$ cat config.mk
export PLATFORM = sky130hd
export DESIGN_NAME = axis_pkt_arbiter
export DESIGN_NICKNAME = d
export VERILOG_FILES = /design/src/rtl/axis_pkt_arbiter.sv
export SDC_FILE = /design/constraint.sdc
export NUM_CORES = 1
export LEC_CHECK = 0
export BUFFER_PORTS_ARGS = -buffer_cell sky130_fd_sc_hd__buf_2
export CORE_AREA = 3 3 146 148
export DETAILED_ROUTE_END_ITERATION = 10
export DIE_AREA = 0 0 149 151
export SLEW_MARGIN = 20
export SYNTH_ARGS = -nofsm -noshare
export SYNTH_HDL_FRONTEND = slang
export SYNTH_SLANG_ARGS = --single-unit
$ cat constraint.sdc
create_clock -name clk -period 7.55 [get_ports clk]
set_clock_uncertainty 0.2 [all_clocks]
set_input_delay 0.3775 -clock clk [delete_from_list [all_inputs] [get_ports clk]]
set_output_delay 0.3775 -clock clk [all_outputs]
set_load 0.02 [all_outputs]
$ cat src/rtl/axis_pkt_arbiter.sv
// Packet-level AXI-Stream arbiter: merges NUM_REQ slave streams onto one master port.
// A grant is held for a whole packet. Fixed-priority or round-robin selection is chosen per packet.
module axis_pkt_arbiter #(
  parameter int NUM_REQ    = 4,
  parameter int DATA_WIDTH = 64,
  parameter int CNT_WIDTH  = 32
) (
  input  logic                          clk,
  input  logic                          rst,
  input  logic                          arb_enable,
  input  logic                          arb_mode,
  input  logic [NUM_REQ-1:0]            s_axis_tvalid,
  output logic [NUM_REQ-1:0]            s_axis_tready,
  input  logic [NUM_REQ*DATA_WIDTH-1:0] s_axis_tdata,
  input  logic [NUM_REQ-1:0]            s_axis_tlast,
  output logic                          m_axis_tvalid,
  input  logic                          m_axis_tready,
  output logic [DATA_WIDTH-1:0]         m_axis_tdata,
  output logic                          m_axis_tlast,
  output logic [NUM_REQ-1:0]            grant,
  output logic                          busy,
  output logic [CNT_WIDTH-1:0]          pkt_cnt
);

  typedef enum logic {IDLE, LOCK} state_t;

  state_t                   state;
  logic [NUM_REQ-1:0]       rr_ptr;
  logic                     lock_mode;
  logic [NUM_REQ-1:0]       req;
  logic [NUM_REQ-1:0]       fixed_win;
  logic [NUM_REQ-1:0]       rr_win;
  logic [NUM_REQ-1:0]       winner;
  logic [2*NUM_REQ-1:0]     req_dbl;
  logic [2*NUM_REQ-1:0]     rr_dbl;
  logic                     pkt_done;

  assign req       = arb_enable ? s_axis_tvalid : {{(NUM_REQ-1){1'b0}}, s_axis_tvalid[0]};
  assign fixed_win = req & (~req + NUM_REQ'(1));

  // Subtracting the pointer from the doubled request vector isolates the first
  // request at or above rr_ptr, with the upper copy covering the wrap-around.
  assign req_dbl = {req, req};
  assign rr_dbl  = req_dbl & ~(req_dbl - {{NUM_REQ{1'b0}}, rr_ptr});
  assign rr_win  = rr_dbl[NUM_REQ-1:0] | rr_dbl[2*NUM_REQ-1:NUM_REQ];
  assign winner  = (arb_enable && arb_mode) ? rr_win : fixed_win;

  assign busy = (state == LOCK);

  always_comb begin
    m_axis_tdata = '0;
    for (int i = 0; i < NUM_REQ; i++) begin
      if (grant[i]) m_axis_tdata = m_axis_tdata | s_axis_tdata[i*DATA_WIDTH +: DATA_WIDTH];
    end
  end

  // Reset gates the handshake so a packet in flight is dropped, not completed.
  assign m_axis_tvalid = busy && !rst && (|(s_axis_tvalid & grant));
  assign m_axis_tlast  = |(s_axis_tlast & grant);
  assign s_axis_tready = (busy && !rst && m_axis_tready) ? grant : '0;
  assign pkt_done      = m_axis_tvalid && m_axis_tready && m_axis_tlast;

  always_ff @(posedge clk) begin
    if (rst) begin
      state     <= IDLE;
      grant     <= '0;
      rr_ptr    <= NUM_REQ'(1);
      pkt_cnt   <= '0;
      lock_mode <= 1'b0;
    end else begin
      case (state)
        IDLE: begin
          if (|winner) begin
            grant     <= winner;
            lock_mode <= arb_mode;
            state     <= LOCK;
          end
        end
        LOCK: begin
          if (pkt_done) begin
            state   <= IDLE;
            grant   <= '0;
            pkt_cnt <= pkt_cnt + CNT_WIDTH'(1);
            if (lock_mode) rr_ptr <= {grant[NUM_REQ-2:0], grant[NUM_REQ-1]};
          end
        end
        default: state <= IDLE;
      endcase
    end
  end

endmodule
==> reports/metrics.cfg, run 1 <==
[setup_path]
setup.worst_path.start = grant[1]$_SDFFE_PP0P_
crit_path_end_kind = flip-flop
slowest_stage = dfxtp_2
required_ns = 7.51
path_cells = a22oi_1 -> a22oi_1 -> nand4_1 -> nor4b_1 -> xnor2_1 -> nor2_1
r2r_cells = 6
cp.arrival_ns = 3.03
path_buf_inv = 0
reg2reg_from = grant[1]$_SDFFE_PP0P_
start_kind = flip-flop
worstReg2RegEnd = pkt_cnt[21]$_SDFFE_PP0P_
crit_fanout = 31
crit_top_cell = a22oi_1
crit_type = flip-flop to flip-flop
cp_top_family = simple AND/OR/NAND/NOR gates
cpPeakStageDelay_ns = 0.71
rrSetupSlack_ns = 4.47

[synthesis]
synth-simple-area-share = 0.300
yosysWarnings = 0
synth_top_family_by_area = compound AO/OA/AOI/OAI gates
synthDistinctLibCells = 51
syn_nets = 785
yosys_most_used_dff = dfxtp_1
synthArstFlopShare = 0
synth_cells = 512
synthMuxAreaShare = 0.0207
syn-cell-area_mm2 = 0.00374
yosys.area_share.adder = 0.0134
synth_seq_area_share = 0.225
avgSynthCellArea_um2 = 7.30
synth_edf_count = 0
ys_ff_latch = 42
synth_compound_area_frac = 0.317
yosys.area_share.xor_xnor = 0.0586

[sta]
worst-slew-pin-transition_ns = 0.783
period_share = 0.408
tns_ns = 0
slew_violations = 0
period_needed_ns = 3.08
rsz0062_at_grt = false
relSlewSlack = 0.478
max_freq_mhz = 325
finalHoldViolations = 0
setup-violations-final = 0

[grt]
overflow = 0
track_usage = 0.177
grt_pass1_wl_um = 29800
grt_max_degree = 69
antenna_found_initial = 33
grt_pass1_vias = 4802

[finish]
final_cell_count_no_fill = 1142
final_layout_size_suffix_gt1_frac = 0.480
fin_nets = 1130
layout_common_cells = buf_2, a22oi_1, nand2_1
final_common_cell = buf_2
area_growth_pct = 60.4

[route]
wl_per_cell_um = 19.7
drtIter0Drc = 311
drc_errors = 0
vias_per_cell = 4.87
firstDrtPassIters = 7
detail-route-antenna-nets = 0
drt_wl_total_um = 22500
num_vias = 5563

[power_and_ir_drop]
ir_worst_vdd_mv = 0.0758
p_leak_nw = 3.02
switchingPower_uw = 266
switching_share = 0.359
pwr-share-seq = 0.314
p_comb_frac = 0.393
cell_internal_pwr_uw = 476
p_per_area_mw_per_mm2 = 124
p_clk_frac = 0.293

[floorplanning]
die_w_um = 149
die_area_mm2 = 0.0225
initial_core_util = 0.185
num_rows = 52
core_area_mm2 = 0.0202
fp.dieH_um = 151
ioPinCount = 376

[placement]
dp_hpwl_um = 18700
portBuffers = 375
gp_congestion = 0.798
dp_cells = 1120

[clock_network]
clock-sinks = 42
cts_tree = yes
clk_path_buf_depth = 2
post_cts_resized = 0
htree_num_levels = 2
clock_latency_ns = 0.28
clockRootBuffer = clkbuf_16
cts.clk_slew.worst_paths_ns = 0.06
postCtsSetupBuffers = 0
hold_buffers = 0
cts_buffers = 5

[flow_run]
max_cap_viol_count = 0

[min_path]
hold_depth = 3
hold_end = lock_mode$_SDFFE_PP0P_
holdCritStartpoint = arb_mode
hold_path_class = primary input to flip-flop

[outcome]
outcome = completed

[Yosys cell counts (3+ instances only)]
cell type  count  share of area
a21oi_1       12          0.016
a22oi_1      133           0.27
a311oi_1       3         0.0070
and2_1         4         0.0067
and3_1         4         0.0067
and3b_1        3         0.0070
buf_1          5         0.0050
buf_2          4         0.0054
clkbuf_1      29          0.029
dfxtp_1       42           0.22
ha_1           4          0.013
inv_1         15          0.015
mux2i_1        4          0.011
nand2_1       84          0.084
nand2b_1       4         0.0067
nand3_1       14          0.019
nand4_1        6          0.010
nor2_1        46          0.046
nor2b_1        6          0.010
nor3_1         6         0.0080
nor3_2         7          0.019
nor4_1         5         0.0084
nor4_2         4          0.013
nor4b_1        4         0.0094
o21ai_0        5         0.0067
or3_1          4         0.0067
xnor2_1       20          0.047
xor2_1         5          0.012
[worst max-delay path by stage]
stage / end / slack (ns) / cells past startpoint
finish: pkt_cnt[21]$_SDFFE_PP0P_ / 4.47 / 6
CTS: pkt_cnt[21]$_SDFFE_PP0P_ / 4.44 / 6
global placement: pkt_cnt[19]$_SDFFE_PP0P_ / 4.53 / 6
global route: pkt_cnt[19]$_SDFFE_PP0P_ / 4.12 / 6
detailed placement: pkt_cnt[21]$_SDFFE_PP0P_ / 4.46 / 6
floorplan: lock_mode$_SDFFE_PP0P_ / 4.83 / 10
[per-layer routing]
metal | GRT usage | up-vias | routed length [um]
li1 | - | 2626 | -
met1 | 0.216 | 2543 | 8620
met2 | 0.259 | 306 | 9460
met3 | 0.133 | 56 | 3980
met4 | 0.0165 | 32 | 207
met5 | 0 | - | 207
[per-stage QoR]
stage	utilization	cell area (um2)	setup WS (ns)	hold slack [ns]	power, mW
2_1_floorplan	-	3740	4.83	0.253	0.387
3_5_place_dp	0.288	5810	4.46	0.274	0.529
6_report	0.297	6000	4.47	0.256	0.741
3_3_place_gp	0.288	5810	4.53	0.276	0.528
4_1_cts	0.296	5960	4.44	0.253	0.746
5_1_grt	0.296	5980	4.12	0.276	0.781
[kinds of logic after synthesis]
logic type      count (synthesis)
compound gates                162
xor+xnor                       25
fa+ha+maj                       4
buf+inv                        58
flops                          42
mux                             7
simple gates                  214
[area by class of cell]
class                      instances  area, um2
fill                            2264      14200
tap                              270        338
timing repair buffer             380       1910
multi-input combinational        412       2650
sequential                        42        846
clock inverter                     2       12.5
antenna                           14       35.0
inverter                          16       60.1
clock buffer                       6        139
[state kept, by name, summed over array words and instances (netlist names)]
name       flops
busy           1
lock_mode      1
pkt_cnt       32
grant          4
rr_ptr         4
[tightest hold or removal path: cells and delay by family]
family	cells	cell delay, ns
simple gates	1	0.09
mux	1	0.06
buf+inv	1	0.15
[power by group through the flow]
stage / Combinational (mW) / Sequential (mW) / Clock [mW]
4_1_cts: 0.292 / 0.232 / 0.221
3_3_place_gp: 0.290 / 0.238 / 0
3_5_place_dp: 0.291 / 0.237 / 0
5_1_grt: 0.316 / 0.233 / 0.232
2_1_floorplan: 0.153 / 0.234 / 0
6_report: 0.292 / 0.233 / 0.217
Power figures use the tool's default switching activity.
==> run 2, diff against run 1 <==
- CORE_AREA: 3 3 146 148 -> 3 3 143 145
- DIE_AREA: 0 0 149 151 -> 0 0 146 148
- clock period: 7.55 -> 2.8 ns (I/O delays scaled with it)
==> reports/metrics.cfg, run 2 (synthesis results as in run 1) <==
[finish]
final_layout_size_suffix_gt1_frac = 0.485  ; was 0.480
top_register = pkt_cnt  ; unchanged
final_cell_count_no_fill = 1142  ; unchanged
layout_common_cells = buf_2, a22oi_1, nand2_1  ; unchanged
final_util = 0.314  ; was 0.297
fin_nets = 1138  ; was 1130
area_growth_pct = 62.2  ; was 60.4%
finalInstanceArea_mm2 = 0.00606  ; was 0.00600 mm2
reg.largest.list = pkt_cnt x32, grant x4, rr_ptr x4  ; unchanged
final_common_cell = buf_2  ; unchanged
largest_reg_flops = 32  ; unchanged

[clock_network]
postCtsSetupBuffers = 0  ; unchanged
cts_buffers = 5  ; unchanged
clock_latency_ns = 0.29  ; was 0.28 ns
cts.clk_slew.worst_paths_ns = 0.06  ; about the same
clockRootBuffer = clkbuf_16  ; unchanged
cts_tree = yes  ; unchanged
clk_path_buf_depth = 2  ; unchanged
clock-sinks = 42  ; unchanged
htree_num_levels = 2  ; unchanged

[setup_path]
worstReg2RegEnd = pkt_cnt[18]$_SDFFE_PP0P_  ; was pkt_cnt[21]$_SDFFE_PP0P_
crit_path_end_kind = flip-flop  ; unchanged
rrSetupSlack_ns = 0.19  ; was 4.47 ns
reg2reg_from = busy$_SDFF_PP0_  ; was grant[1]$_SDFFE_PP0P_
crit_fanout = 9  ; was 31
r2r_cells = 6  ; unchanged
crit_type = flip-flop to flip-flop  ; unchanged
required_ns = 2.78  ; was 7.51 ns
start_kind = flip-flop  ; unchanged
cp.arrival_ns = 2.58  ; was 3.03 ns

[sta]
tns_ns = 0  ; unchanged
rsz0062_at_grt = false  ; unchanged
period_share = 0.930  ; was 0.408
slew_violations = 0  ; unchanged
worst-slew-pin-transition_ns = 0.801  ; was 0.783 ns
setup-violations-final = 0  ; unchanged
relSlewSlack = 0.466  ; was 0.478
max_freq_mhz = 384  ; was 325 MHz
finalHoldViolations = 0  ; unchanged
period_needed_ns = 2.61  ; was 3.08 ns

[grt]
antenna_found_initial = 37  ; was 33
grt_pass1_vias = 5118  ; was 4802
overflow = 0  ; unchanged
track_usage = 0.201  ; was 0.177
met3_usage = 0.143  ; was 0.133
grt_use_met1 = 0.259  ; was 0.216
grt_use_met2 = 0.278  ; was 0.259
grt_max_degree = 69  ; unchanged
grt_busiest_layer = met2  ; unchanged
grt_pass1_wl_um = 32900  ; was 29800 um

[route]
drtIter0Drc = 415  ; was 311
drt_wl_total_um = 23500  ; was 22500 um
wl_per_cell_um = 20.6  ; was 19.7 um
detail-route-antenna-nets = 0  ; unchanged
drc_errors = 0  ; unchanged
num_vias = 5553  ; was 5563
vias_per_cell = 4.86  ; was 4.87
firstDrtPassIters = 5  ; was 7

[power_and_ir_drop]
p_comb_frac = 0.389  ; was 0.393
p_clk_frac = 0.317  ; was 0.293
cell_internal_pwr_mw = 1.35  ; was 476 uW
p_per_area_mw_per_mm2 = 345  ; was 124 mW/mm2
p_leak_nw = 3.07  ; was 3.02 nW
switchingPower_uw = 740  ; was 266 uW
switching_share = 0.353  ; was 0.359
finalPower_mw = 2.09  ; was 741 uW
ir_worst_vdd_mv = 0.199  ; was 0.0758 mV
pwr-share-seq = 0.295  ; was 0.314

[placement]
portBuffers = 375  ; unchanged
dp_hpwl_um = 19500  ; was 18700 um
dp_cells = 1123  ; was 1120
placed_cell_area_mm2 = 0.00586  ; was 0.00581 mm2
gp_congestion = 0.909  ; was 0.798

[min_path]
holdCritStartpoint = arb_mode  ; unchanged
hold_depth = 3  ; unchanged
hold_end = lock_mode$_SDFFE_PP0P_  ; unchanged
hold_path_class = primary input to flip-flop  ; unchanged

[floorplanning]
ioPinCount = 376  ; unchanged
fp.dieH_um = 148  ; was 151 um
initial_core_util = 0.193  ; was 0.185
die_area_mm2 = 0.0216  ; was 0.0225 mm2
die_w_um = 146  ; was 149 um
core_area_mm2 = 0.0193  ; was 0.0202 mm2
num_rows = 51  ; was 52

[outcome]
outcome = completed  ; unchanged

[flow_run]
max_cap_viol_count = 0  ; unchanged

[run 2: worst max-delay path by stage]
stage | slack, ns | to | depth (start not counted) | startpoint
floorplan | 0.23 | lock_mode$_SDFFE_PP0P_ | 9 | rr_ptr[1]$_SDFFE_PP0P_
global placement | 0.14 | lock_mode$_SDFFE_PP0P_ | 9 | rr_ptr[1]$_SDFFE_PP0P_
detailed placement | 0.15 | lock_mode$_SDFFE_PP0P_ | 9 | rr_ptr[1]$_SDFFE_PP0P_
CTS | 0.13 | lock_mode$_SDFFE_PP0P_ | 9 | rr_ptr[1]$_SDFFE_PP0P_
global route | 0.05 | lock_mode$_SDFFE_PP0P_ | 9 | rr_ptr[1]$_SDFFE_PP0P_
finish | 0.19 | pkt_cnt[18]$_SDFFE_PP0P_ | 6 | busy$_SDFF_PP0_
[run 2: worst max-delay path: stages (launching register included)]
cell and delay (ns):
dfxtp_1 0.57, and3b_1 0.33, inv_2 0.09, or4_4 0.55
nor3_2 0.25, and3_1 0.20, mux2_1 0.31
[run 2: layout make-up]
type	instances	area (um2)
Antenna cell	11	27.5
Tap cell	265	332
Fill cell	2172	13300
Multi-Input combinational cell	412	2660
Timing Repair Buffer	388	1970
Clock buffer	6	129
Clock inverter	2	37.5
Inverter	16	60.1
Sequential cell	42	846
[run 2: routing by layer]
metal,routed length (um),part of all wire
met5,222,0.0094
met4,386,0.016
met3,3960,0.17
met2,9490,0.40
met1,9460,0.40
[run 2: through the flow]
stage | hold slack [ns] | worst slack, ns
after floorplan | 0.0924 | 0.227
after global placement | 0.269 | 0.141
after detailed placement | 0.266 | 0.149
after CTS | 0.00623 | 0.134
after global routing | 0.0319 | 0.0497
final | 0.0139 | 0.195
[run 2: repair_timing]
item | in CTS | in global routing
setup endpoints to repair | 0 | 3
endpoints found under the hold margin | 0 | 0
gates resized for setup | 0 | 2
hold buffers | 0 | 0
[run 2: power by group through the flow]
stage	registers, mW	clock network (mW)	logic, mW
global route	0.617	0.699	0.881
detailed placement	0.630	0	0.813
finish	0.617	0.663	0.813
global placement	0.629	0	0.809
CTS	0.616	0.674	0.816
floorplan	0.631	0	0.411
==> run 3, diff against run 2 <==
- CORE_AREA: 3 3 143 145 -> 3 3 144 146
- DIE_AREA: 0 0 146 148 -> 0 0 147 149
- clock period: 2.8 -> 2.5 ns (I/O delays scaled with it)
==> reports/metrics.cfg, run 3 (synthesis results as in run 1) <==
[outcome]
outcome = completed  ; unchanged

[placement]
gp_congestion = 0.858  ; was 0.909
portBuffers = 375  ; unchanged
dp_hpwl_um = 18600  ; was 19500 um
pre_cts_slack_ns = -0.0994  ; was 0.149 ns
dp_cells = 1134  ; was 1123

[finish]
fin_nets = 1150  ; was 1138
reg.largest.list = pkt_cnt x32, grant x4, rr_ptr x4  ; unchanged
final_common_cell = buf_2  ; unchanged
top_register = pkt_cnt  ; unchanged
largest_reg_flops = 32  ; unchanged
final_cell_count_no_fill = 1155  ; was 1142
layout_common_cells = buf_2, a22oi_1, nand2_1  ; unchanged
area_growth_pct = 64.9  ; was 62.2%
final_layout_size_suffix_gt1_frac = 0.500  ; was 0.485

[grt]
grt_pass1_wl_um = 31900  ; was 32900 um
grt_pass1_vias = 5392  ; was 5118
track_usage = 0.189  ; was 0.201
antenna_found_initial = 34  ; was 37
overflow = 0  ; unchanged
grt_max_degree = 69  ; unchanged

[route]
firstDrtPassIters = 5  ; unchanged
detail-route-antenna-nets = 0  ; unchanged
dr.max_layer_used = met5  ; unchanged
drc_errors = 0  ; unchanged
wl_met3_um = 3700  ; was 3960 um
drtIter0Drc = 354  ; was 415
wl_met2_um = 9380  ; was 9490 um
wl_per_cell_um = 19.5  ; was 20.6 um
vias_per_cell = 4.82  ; was 4.86
wl_met1_um = 8810  ; was 9460 um
drt_wl_total_um = 22500  ; was 23500 um
num_vias = 5570  ; was 5553

[power_and_ir_drop]
p_comb_frac = 0.411  ; was 0.389
p_clk_frac = 0.286  ; was 0.317
p_per_area_mw_per_mm2 = 365  ; was 345 mW/mm2
switching_share = 0.366  ; was 0.353
p_leak_nw = 3.12  ; was 3.07 nW
pwr-share-seq = 0.304  ; was 0.295
finalPower_mw = 2.25  ; was 2.09 mW
switchingPower_uw = 824  ; was 740 uW
ir_worst_vdd_mv = 0.286  ; was 0.199 mV
cell_internal_pwr_mw = 1.43  ; was 1.35 mW

[sta]
slew_violations = 0  ; unchanged
period_share = 0.971  ; was 0.930
final.setup.worst_slack_ns = 0.0720  ; was 0.195 ns
relSlewSlack = 0.477  ; was 0.466
finalHoldViolations = 0  ; unchanged
setup-violations-final = 0  ; unchanged
max_freq_mhz = 412  ; was 384 MHz
worst-slew-pin-transition_ns = 0.785  ; was 0.801 ns
rsz0062_at_grt = true  ; was false
period_needed_ns = 2.43  ; was 2.61 ns

[floorplanning]
core_area_mm2 = 0.0195  ; was 0.0193 mm2
die_area_mm2 = 0.0219  ; was 0.0216 mm2
die_w_um = 147  ; was 146 um
initial_core_util = 0.191  ; was 0.193
num_rows = 51  ; unchanged
fp.dieH_um = 149  ; was 148 um
ioPinCount = 376  ; unchanged

[setup_path]
crit_path_end_kind = flip-flop  ; unchanged
crit_fanout = 4  ; was 9
cpPeakStageDelay_ns = 0.38  ; was 0.57 ns
path_depth = 9  ; was 6
slowest_stage = or3b_4  ; was dfxtp_1
start_kind = flip-flop  ; unchanged
path_cells = and3b_1 -> nor2_1 -> ha_2 -> o21ai_1 -> or3b_4 -> a311oi_2 -> a31oi_1 -> and4_1 -> mux2i_1  ; was and3b_1 -> inv_2 -> or4_4 -> nor3_2 -> and3_1 -> mux2_1
crit_type = flip-flop to flip-flop  ; unchanged
required_ns = 2.47  ; was 2.78 ns
cp_top_family = simple AND/OR/NAND/NOR gates  ; unchanged
rrSetupSlack_ns = 0.07  ; was 0.19 ns
path_buf_inv = 0  ; was 1
cp.arrival_ns = 2.40  ; was 2.58 ns
worstReg2RegEnd = lock_mode$_SDFFE_PP0P_  ; was pkt_cnt[18]$_SDFFE_PP0P_
r2r_cells = 9  ; was 6
reg2reg_from = rr_ptr[1]$_SDFFE_PP0P_  ; was busy$_SDFF_PP0_

[flow_run]
max_cap_viol_count = 0  ; unchanged

[clock_network]
clock_latency_ns = 0.29  ; about the same
clockRootBuffer = clkbuf_16  ; unchanged
cts.clk_slew.worst_paths_ns = 0.06  ; about the same
cts_tree = yes  ; unchanged
clock-sinks = 42  ; unchanged
clk_path_buf_depth = 2  ; unchanged
cts_buffers = 5  ; unchanged
htree_num_levels = 2  ; unchanged

[min_path]
hold_path_class = primary input to flip-flop  ; unchanged
hold_depth = 3  ; unchanged
hold_end = lock_mode$_SDFFE_PP0P_  ; unchanged
holdCritStartpoint = arb_mode  ; unchanged

[run 3: power groups by stage]
| stage | Clock, mW | Combinational, mW | Sequential [mW] |
|---|---|---|---|
| floorplan | 0 | 0.461 | 0.707 |
| global placement | 0 | 0.912 | 0.699 |
| detailed placement | 0 | 0.918 | 0.699 |
| CTS | 0.662 | 0.922 | 0.684 |
| global route | 0.687 | 1.00 | 0.685 |
| finish | 0.644 | 0.925 | 0.684 |
[run 3: layout make-up]
class | instances | area [um2]
Fill cell | 2164 | 13400
Multi-Input combinational cell | 412 | 2690
Timing Repair Buffer | 400 | 2060
Sequential cell | 42 | 847
Tap cell | 265 | 332
Clock buffer | 5 | 125
Inverter | 16 | 60.1
Antenna cell | 12 | 30.0
Clock inverter | 3 | 21.3
[run 3: stage by stage]
step | hold slack [ns] | cell area [um2] | util | setup TNS (ns)
finish | 0.0166 | 6160 | 0.316 | 0
global route | 0.0476 | 6150 | 0.315 | -0.0119
CTS | 0.0154 | 6110 | 0.313 | 0
detailed placement | 0.287 | 5950 | 0.305 | -0.319
global placement | 0.261 | 5950 | 0.305 | -0.0172
floorplan | 0.0774 | 3740 | - | 0
[run 3: worst max-delay path by stage]
stage                      startpoint                     end  slack [ns]
2_1_floorplan  rr_ptr[1]$_SDFFE_PP0P_  lock_mode$_SDFFE_PP0P_       0.005
3_3_place_gp   rr_ptr[1]$_SDFFE_PP0P_  lock_mode$_SDFFE_PP0P_       -0.02
3_5_place_dp   rr_ptr[1]$_SDFFE_PP0P_  lock_mode$_SDFFE_PP0P_        -0.1
4_1_cts        rr_ptr[1]$_SDFFE_PP0P_  lock_mode$_SDFFE_PP0P_        0.01
5_1_grt        rr_ptr[1]$_SDFFE_PP0P_  lock_mode$_SDFFE_PP0P_       -0.01
6_report       rr_ptr[1]$_SDFFE_PP0P_  lock_mode$_SDFFE_PP0P_        0.07
[run 3: per-layer routing]
metal  global-route usage  vias up
met5                    0        -
met2                0.277      277
li1                     -     2657
met1                0.225     2551
met4               0.0359       30
met3                0.142       55
[run 3: worst reg2reg max path, delay by kind of cell, from the launching register on]
family / cells / cell delay [ns]
simple gates: 4 / 0.93
fa+ha+maj: 1 / 0.21
mux: 1 / 0.13
compound gates: 3 / 0.53
flops: 1 / 0.32
[run 3: what timing repair did]
action | 4_1_cts | 5_1_grt
pin swaps | 2 | 3
setup buffers | 0 | 1
setup endpoints to repair | 4 | 6
endpoints found under the hold margin | 0 | 0
gates resized for setup | 3 | 6
hold buffers | 0 | 0
